$ cat config.mk
export PLATFORM = sky130hd
export DESIGN_NAME = rvee_rf_arb
export DESIGN_NICKNAME = d
export VERILOG_FILES = /design/src/rtl/rvee_rf_arb.sv
export SDC_FILE = /design/constraint.sdc
export NUM_CORES = 1
export LEC_CHECK = 0
export ABC_CLOCK_PERIOD_IN_PS = 5400
export BUFFER_PORTS_ARGS = -buffer_cell sky130_fd_sc_hd__buf_2
export CAP_MARGIN = 20
export CORE_MARGIN = 1.5
export CORE_UTILIZATION = 40
export CTS_BUF_LIST = sky130_fd_sc_hd__clkbuf_16
export DETAILED_ROUTE_END_ITERATION = 16
export PLACE_DENSITY = 0.8
export SYNTH_ARGS = -nofsm -noshare
export SYNTH_HDL_FRONTEND = slang
export SYNTH_SLANG_ARGS = --single-unit
$ cat constraint.sdc
create_clock -name clk -period 5.4 [get_ports clk]
set_input_delay 1.08 -clock clk [delete_from_list [all_inputs] [get_ports clk]]
set_output_delay 1.08 -clock clk [all_outputs]
set_load 0.01 [all_outputs]
$ cat src/rtl/rvee_rf_arb.sv
`default_nettype none
// ============================================================================
// Module   : rvee_rf_arb
// Brief    : Register-file access controller for the RVee core. Zero-fills
//            x1..x(N_REGS-1) after reset, passes pipeline writeback and rs1
//            reads through, and grants a debug requester exclusive
//            single-register access by stalling the pipeline around it.
// Revision : 1.0 - initial release
// ============================================================================
module rvee_rf_arb #(
  parameter int XLEN    = 32,
  parameter int N_REGS  = 32,
  parameter int DBG_GAP = 4,
  localparam int AW     = $clog2(N_REGS)
) (
  input  logic            clk,
  input  logic            rst,

  // pipeline writeback request
  input  logic            wb_we_i,
  input  logic [AW-1:0]   wb_rd_i,
  input  logic [XLEN-1:0] wb_data_i,

  // pipeline rs1 read
  input  logic [AW-1:0]   pipe_rs1_i,
  output logic [XLEN-1:0] pipe_rs1_data_o,
  output logic            pipe_stall_o,

  // register-file ports
  output logic            rf_wb_we_o,
  output logic [AW-1:0]   rf_wb_rd_o,
  output logic [XLEN-1:0] rf_wb_data_o,
  output logic [AW-1:0]   rf_rs1_o,
  input  logic [XLEN-1:0] rf_rs1_data_i,
  output logic            rf_fw_block_o,

  // debug request channel
  input  logic            dbg_req_valid_i,
  input  logic            dbg_req_we_i,
  input  logic [AW-1:0]   dbg_req_addr_i,
  input  logic [XLEN-1:0] dbg_req_wdata_i,
  output logic            dbg_req_ready_o,

  // debug response channel
  output logic            dbg_rsp_valid_o,
  output logic [XLEN-1:0] dbg_rsp_rdata_o,
  input  logic            dbg_rsp_ready_i
);

  // Gap counter must hold DBG_GAP; keep at least one bit when DBG_GAP is 0.
  localparam int GW = (DBG_GAP > 0) ? $clog2(DBG_GAP + 1) : 1;

  localparam logic [AW-1:0] c_last_reg = AW'(N_REGS - 1);
  localparam logic [GW-1:0] c_gap_load = GW'(DBG_GAP);

  typedef enum logic [2:0] {
    S_INIT   = 3'd0,
    S_IDLE   = 3'd1,
    S_STALL  = 3'd2,
    S_ACCESS = 3'd3,
    S_RESP   = 3'd4
  } state_t;

  state_t          r_state;
  logic [AW-1:0]   r_cnt;
  logic [GW-1:0]   r_gap;
  logic [XLEN-1:0] r_rsp_rdata;

  state_t          w_state_nxt;
  logic [AW-1:0]   w_cnt_nxt;
  logic [GW-1:0]   w_gap_nxt;
  logic [XLEN-1:0] w_rsp_rdata_nxt;

  logic            w_wb_we;
  logic [AW-1:0]   w_wb_rd;
  logic [XLEN-1:0] w_wb_data;
  logic [AW-1:0]   w_rs1;
  logic            w_stall;
  logic            w_fw_block;
  logic            w_req_ready;
  logic            w_rsp_valid;

  // State, counters and captured debug read data.
  always_ff @(posedge clk or posedge rst) begin
    if (rst) begin
      r_state     <= S_INIT;
      r_cnt       <= AW'(1);
      r_gap       <= '0;
      r_rsp_rdata <= '0;
    end else begin
      r_state     <= w_state_nxt;
      r_cnt       <= w_cnt_nxt;
      r_gap       <= w_gap_nxt;
      r_rsp_rdata <= w_rsp_rdata_nxt;
    end
  end

  // Next-state logic and per-state register-file port steering.
  always_comb begin
    w_state_nxt     = r_state;
    w_cnt_nxt       = r_cnt;
    w_gap_nxt       = r_gap;
    w_rsp_rdata_nxt = r_rsp_rdata;
    w_wb_we         = 1'b0;
    w_wb_rd         = '0;
    w_wb_data       = '0;
    w_rs1           = pipe_rs1_i;
    w_stall         = 1'b1;
    w_fw_block      = 1'b0;
    w_req_ready     = 1'b0;
    w_rsp_valid     = 1'b0;

    case (r_state)
      S_INIT: begin
        // The register file has no reset: walk x1..x(N_REGS-1) writing zero.
        w_wb_we   = 1'b1;
        w_wb_rd   = r_cnt;
        w_cnt_nxt = r_cnt + AW'(1);
        if (r_cnt == c_last_reg) begin
          w_state_nxt = S_IDLE;
        end
      end

      S_IDLE: begin
        w_wb_we   = wb_we_i;
        w_wb_rd   = wb_rd_i;
        w_wb_data = wb_data_i;
        w_stall   = 1'b0;
        if (r_gap != '0) begin
          // Debug requests are ignored until the gap has drained.
          w_gap_nxt = r_gap - GW'(1);
        end else if (dbg_req_valid_i) begin
          w_state_nxt = S_STALL;
        end
      end

      S_STALL: begin
        // Let the instruction already in WB retire while the front freezes.
        w_wb_we     = wb_we_i;
        w_wb_rd     = wb_rd_i;
        w_wb_data   = wb_data_i;
        w_state_nxt = S_ACCESS;
      end

      S_ACCESS: begin
        // Debug owns both ports; forwarding makes a write read back its data.
        w_fw_block      = 1'b1;
        w_req_ready     = 1'b1;
        w_rs1           = dbg_req_addr_i;
        w_wb_we         = dbg_req_we_i && (dbg_req_addr_i != '0);
        w_wb_rd         = dbg_req_addr_i;
        w_wb_data       = dbg_req_wdata_i;
        w_rsp_rdata_nxt = rf_rs1_data_i;
        w_state_nxt     = S_RESP;
      end

      S_RESP: begin
        // WB only carries bubbles here, so passing it through is harmless.
        w_wb_we     = wb_we_i;
        w_wb_rd     = wb_rd_i;
        w_wb_data   = wb_data_i;
        w_rsp_valid = 1'b1;
        if (dbg_rsp_ready_i) begin
          w_gap_nxt   = c_gap_load;
          w_state_nxt = S_IDLE;
        end
      end

      default: begin
        w_state_nxt = S_INIT;
      end
    endcase
  end

  // While reset is held every output is forced quiet except the stall.
  assign pipe_rs1_data_o = rf_rs1_data_i;
  assign pipe_stall_o    = rst | w_stall;
  assign rf_wb_we_o      = ~rst & w_wb_we;
  assign rf_wb_rd_o      = rst ? '0 : w_wb_rd;
  assign rf_wb_data_o    = rst ? '0 : w_wb_data;
  assign rf_rs1_o        = rst ? '0 : w_rs1;
  assign rf_fw_block_o   = ~rst & w_fw_block;
  assign dbg_req_ready_o = ~rst & w_req_ready;
  assign dbg_rsp_valid_o = ~rst & w_rsp_valid;
  assign dbg_rsp_rdata_o = rst ? '0 : r_rsp_rdata;

endmodule
`default_nettype wire

After elaboration in Yosys (flattened, before gate mapping):

Cells that the tools add are included.

* reduce and logical (&&, ||, !) cells: 8
* add/subtract/negate cells: 2
* bitwise operators: 5
* equal/unequal tests: 10
* mux-type cells: 19

Operator list (number)
* 32-bit two-way mux: 2
* 32-bit case mux with 2 select lines: 1
* 3-bit two-way mux: 6
* 5-bit two-way mux: 3
* 3-bit case mux with 5 select lines: 1
* 5-bit case mux with 3 select lines: 1
* 2-bit != test, second input constant: 5
* 3-bit by 2-bit == test with 1-bit output, second input constant: 2
* 3-bit case mux with 2 select lines: 1
* 5-bit by 1-bit adder with 5-bit output, second input constant: 1
* 5-bit == test, second input constant: 1
* 5-bit nonzero test: 1
* 4-bit AND reduction: 1
* 1-bit bitwise AND: 3
* 3-bit by 1-bit == test with 1-bit output, second input constant: 1
* 3-bit == test, second input constant: 1
* 3-bit zero test: 1
* 1-bit two-way mux: 3
* 1-bit case mux with 3 select lines: 1
* 3-bit AND reduction: 1
* 3-bit nonzero test: 1
* 3-bit OR reduction: 1
* 3-bit by 1-bit subtractor with 3-bit output, second input constant: 1
* 2-bit nonzero test: 1
* other kinds (3): 3

* bits of input ports: 117
* logic and storage cells: 48
* register bits after elaboration: 43
* output and inout bits: 111

Depth between registers and ports, before layout:

* depth after elaboration: 4
* mapped depth: 6
* depth with buffers taken out: 6

Least setup slack after synthesis:

Ideal clock, no wire load.

* kind: input port to output port
* from: input port rst
* to: output port rf_wb_data_o[10]
* buffers on the path: 1
* path slack: 1.604 ns
* data required time: 4.320 ns
* cell stages on the path: 4
* data arrival time: 2.716 ns
* cells stage by stage: inv_1 -> o211a_1 -> buf_2 -> a22o_1

* cells in the longest elaborated chain, start to end: 1

Ends and longest elaborated chain
* start: declaration: line 17 `input logic rst,`
* 32-bit two-way mux: line 180 `assign rf_wb_data_o = rst ? '0 : w_wb_data;`
* end: declaration: line 32 `output logic [XLEN-1:0] rf_wb_data_o,`

Every way passes these cells.

Worst setup path in the final report:

* from: input port rst
* to: output port rf_wb_data_o[28]

Same word-level chain as after synthesis.

==> flow_metrics.tcl <==
set metrics [dict create \
    status "completed" \
    synthCells 354 \
    worst_setup_path_end_kind "primary output" \
    gp_congestion 0.8233 \
    worstSetupPathType "input pin to primary output" \
    synth_warnings 0 \
    initial_core_util 0.4140 \
    track_usage 0.1951 \
    multi_input_area_um2 1489 \
    r2r_end "r_rsp_rdata[7]$_DFFE_PP0N_" \
    synth_top_flop_cell "dfrtp_1" \
    drtPass1Iterations 4 \
    antenna_found_initial 1 \
    r2r-start "r_state[1]$_DFFE_PP0P_" \
    cellPowerDensity_nw_per_um2 463.7 \
    htreeDepth 2 \
    yosysSeqAreaShare 0.3588 \
    drc 0 \
    min_path_type "register to register" \
    grt_busiest_layer "met2" \
    critPathMaxStageDelay_ps 600 \
    fin_nets 654 \
    path_delay_family "compound AO/OA/AOI/OAI gates" \
    met3_usage 0.03291 \
    drv_slew 0 \
    path_buf_inv 3 \
    ys_seq_elements 43 \
    area_growth_pct 33.79 \
    netlist_area_um2 3003 \
    cts_tree "built" \
    fmax_ghz 0.2623 \
    cts_buffers 5 \
    placed_area_um2 3860 \
    critPathLaunch "rst" \
    yosysTopAreaCell "dfrtp_1" \
    fin_tns_setup_ps 0 \
    hpwl_mm 6.578 \
    synth-async-reset-ratio 1.000 \
    mostFrequentLayoutCells "227 x buf_2, 115 x nand2_1, 42 x dfrtp_1, 32 x nor2b_1, 24 x a22o_1" \
    crit_chain "buf_2 -> inv_2 -> o211a_1 -> a22o_2 -> buf_2" \
    cts_setup_buffers 0 \
    syn_nets 475 \
    gr-total-overflow 0 \
    drv_cap 0 \
    synth_area_per_cell_um2 8.483 \
    synth_cell_type_count 42 \
    ios 228 \
    fillCellCount 698 \
    clk_latency_ps 280 \
    r2r_slack_ps 3280 \
    ctsHoldBuffers 0 \
    reg2reg_depth 3 \
    grt_pass1_wl_mm 12.08 \
    min_period_ps 3813 \
    cp_max_fo 41 \
    setup_violations 0 \
    required_ps 4320 \
    worst_pin_slew_ps 989.0 \
    period_share 0.7061 \
    relSlewSlack 0.3407 \
    ant_nets 0 \
    worstPathArrival_ps 2730 \
    start_kind "input pin" \
    grtUsageMet1 0.2097 \
    hold_violations 0 \
    rsz0062_at_grt "false" \
    critPathMostFrequentCell "buf_2" \
    cts.path.max_buffers 2 \
    die_area_um2 8036 \
    met2_usage 0.3786 \
    synth-edff-count 0 \
    via_per_inst 4.864 \
    clock_sinks 43 \
    clkTransAtPathRegs_ps 60 \
    wl_mm 8.520 \
    slowest_stage "buf_2" \
    root_buffer "clkbuf_16" \
    synth_area_leaders "dfrtp_1 35%, nand2_1 14%, buf_4 8.5%, a22o_1 7.0%, nor2b_1 6.7%" \
    core-area_um2 7253 \
    fin_skew_ps 5.428 \
    wl_per_cell_um 13.44 \
    rows 31 \
    grt_max_degree 45 \
    drt_iter0_markers 135 \
    grt_pass1_vias 2726 \
    die_h_um 89.65 \
    vias 3084 \
    drive_above_1_share 0.4813 \
    path_depth 5 \
    port_buffers 227 \
    p_leak_uw 0.002293 \
    vdd_drop_max_mv 0.2396 \
    final_common_cell "buf_2" \
    stdcell_area_um2 4018 \
    synth_top_area_share 0.3500 \
    critPathCapture "rf_wb_data_o[28]" \
    die_w_um 89.65 \
    post_cts_resized 0 \
    regArea_um2 1077 \
]
## worst min-delay path by stage
stage / from / depth (start not counted) / endpoint
2_1_floorplan: r_rsp_rdata[0]$_DFFE_PP0N_ / 2 / r_rsp_rdata[0]$_DFFE_PP0N_
3_3_place_gp: r_rsp_rdata[21]$_DFFE_PP0N_ / 2 / r_rsp_rdata[21]$_DFFE_PP0N_
3_5_place_dp: r_rsp_rdata[25]$_DFFE_PP0N_ / 2 / r_rsp_rdata[25]$_DFFE_PP0N_
4_1_cts: r_rsp_rdata[19]$_DFFE_PP0N_ / 2 / r_rsp_rdata[19]$_DFFE_PP0N_
5_1_grt: r_rsp_rdata[25]$_DFFE_PP0N_ / 2 / r_rsp_rdata[25]$_DFFE_PP0N_
6_report: r_rsp_rdata[19]$_DFFE_PP0N_ / 2 / r_rsp_rdata[19]$_DFFE_PP0N_
## cell usage after synthesis (4+ instances only)
cell      instances
o22a_1            5
mux2_2            4
buf_6             4
ha_1              4
mux2i_1          11
a21oi_1          11
a22o_1           24
nor2b_1          32
buf_2            10
nand2_1         115
inv_1             5
a22o_2            8
dfrtp_1          42
buf_4            34
clkbuf_1          7
## flip-flops by register name, indices dropped and copies added, names as in the netlist
register	flops
r_rsp_rdata	32
r_cnt	5
r_gap	3
r_state	3
## worst min-delay path: stages, from the launching register on
cell	delay, ps
dfrtp_1	330
nand2_1	50
nand2_1	50
## power by group
group / leakage (uW) / switching, uW / internal (uW)
Sequential: 0.000504 / 129 / 491
Combinational: 0.00172 / 485 / 477
Clock: 0.0000649 / 114 / 168
Total: 0.00229 / 728 / 1140
## area by class of cell
cell class,count,share of cell area
Antenna cell,1,0.0006229
Tap cell,99,0.03083
Inverter,5,0.004671
Multi-Input combinational cell,248,0.3706
Clock buffer,5,0.03114
Sequential cell,43,0.2681
Timing Repair Buffer,230,0.2903
Clock inverter,3,0.003737
## metrics by stage
stage,worst slack [ps],util,hold WS (ps),total power [uW],cells
after floorplan,1604,-,437.9,1318,354
after global placement,1449,0.5322,449.1,1548,624
after detailed placement,1386,0.5322,454.4,1592,624
after CTS,1384,0.5515,469.0,1885,632
after global routing,1408,0.5539,497.5,2048,634
final,1587,0.5539,465.5,1863,634
## metal layers
metal | up-vias | share of wire
li1 | 1506 | -
met1 | 1433 | 0.38
met2 | 139 | 0.53
met3 | 6 | 0.074
met4 | 0 | 0.013
met5 | - | 0
## logic make-up (layout without fill, tap and decap cells)
group           count (synthesis)  in the layout  share of synthesized area
fa+ha+maj                       4              4                    0.01667
xor+xnor                        4              4                    0.01167
compound gates                 58             58                     0.1542
flops                          43             43                     0.3588
simple gates                  167            167                     0.2617
buf+inv                        63            243                     0.1454
other cells                     0              1                          0
mux                            15             15                    0.05167
Note: power is estimated with default switching activity, not from simulation.
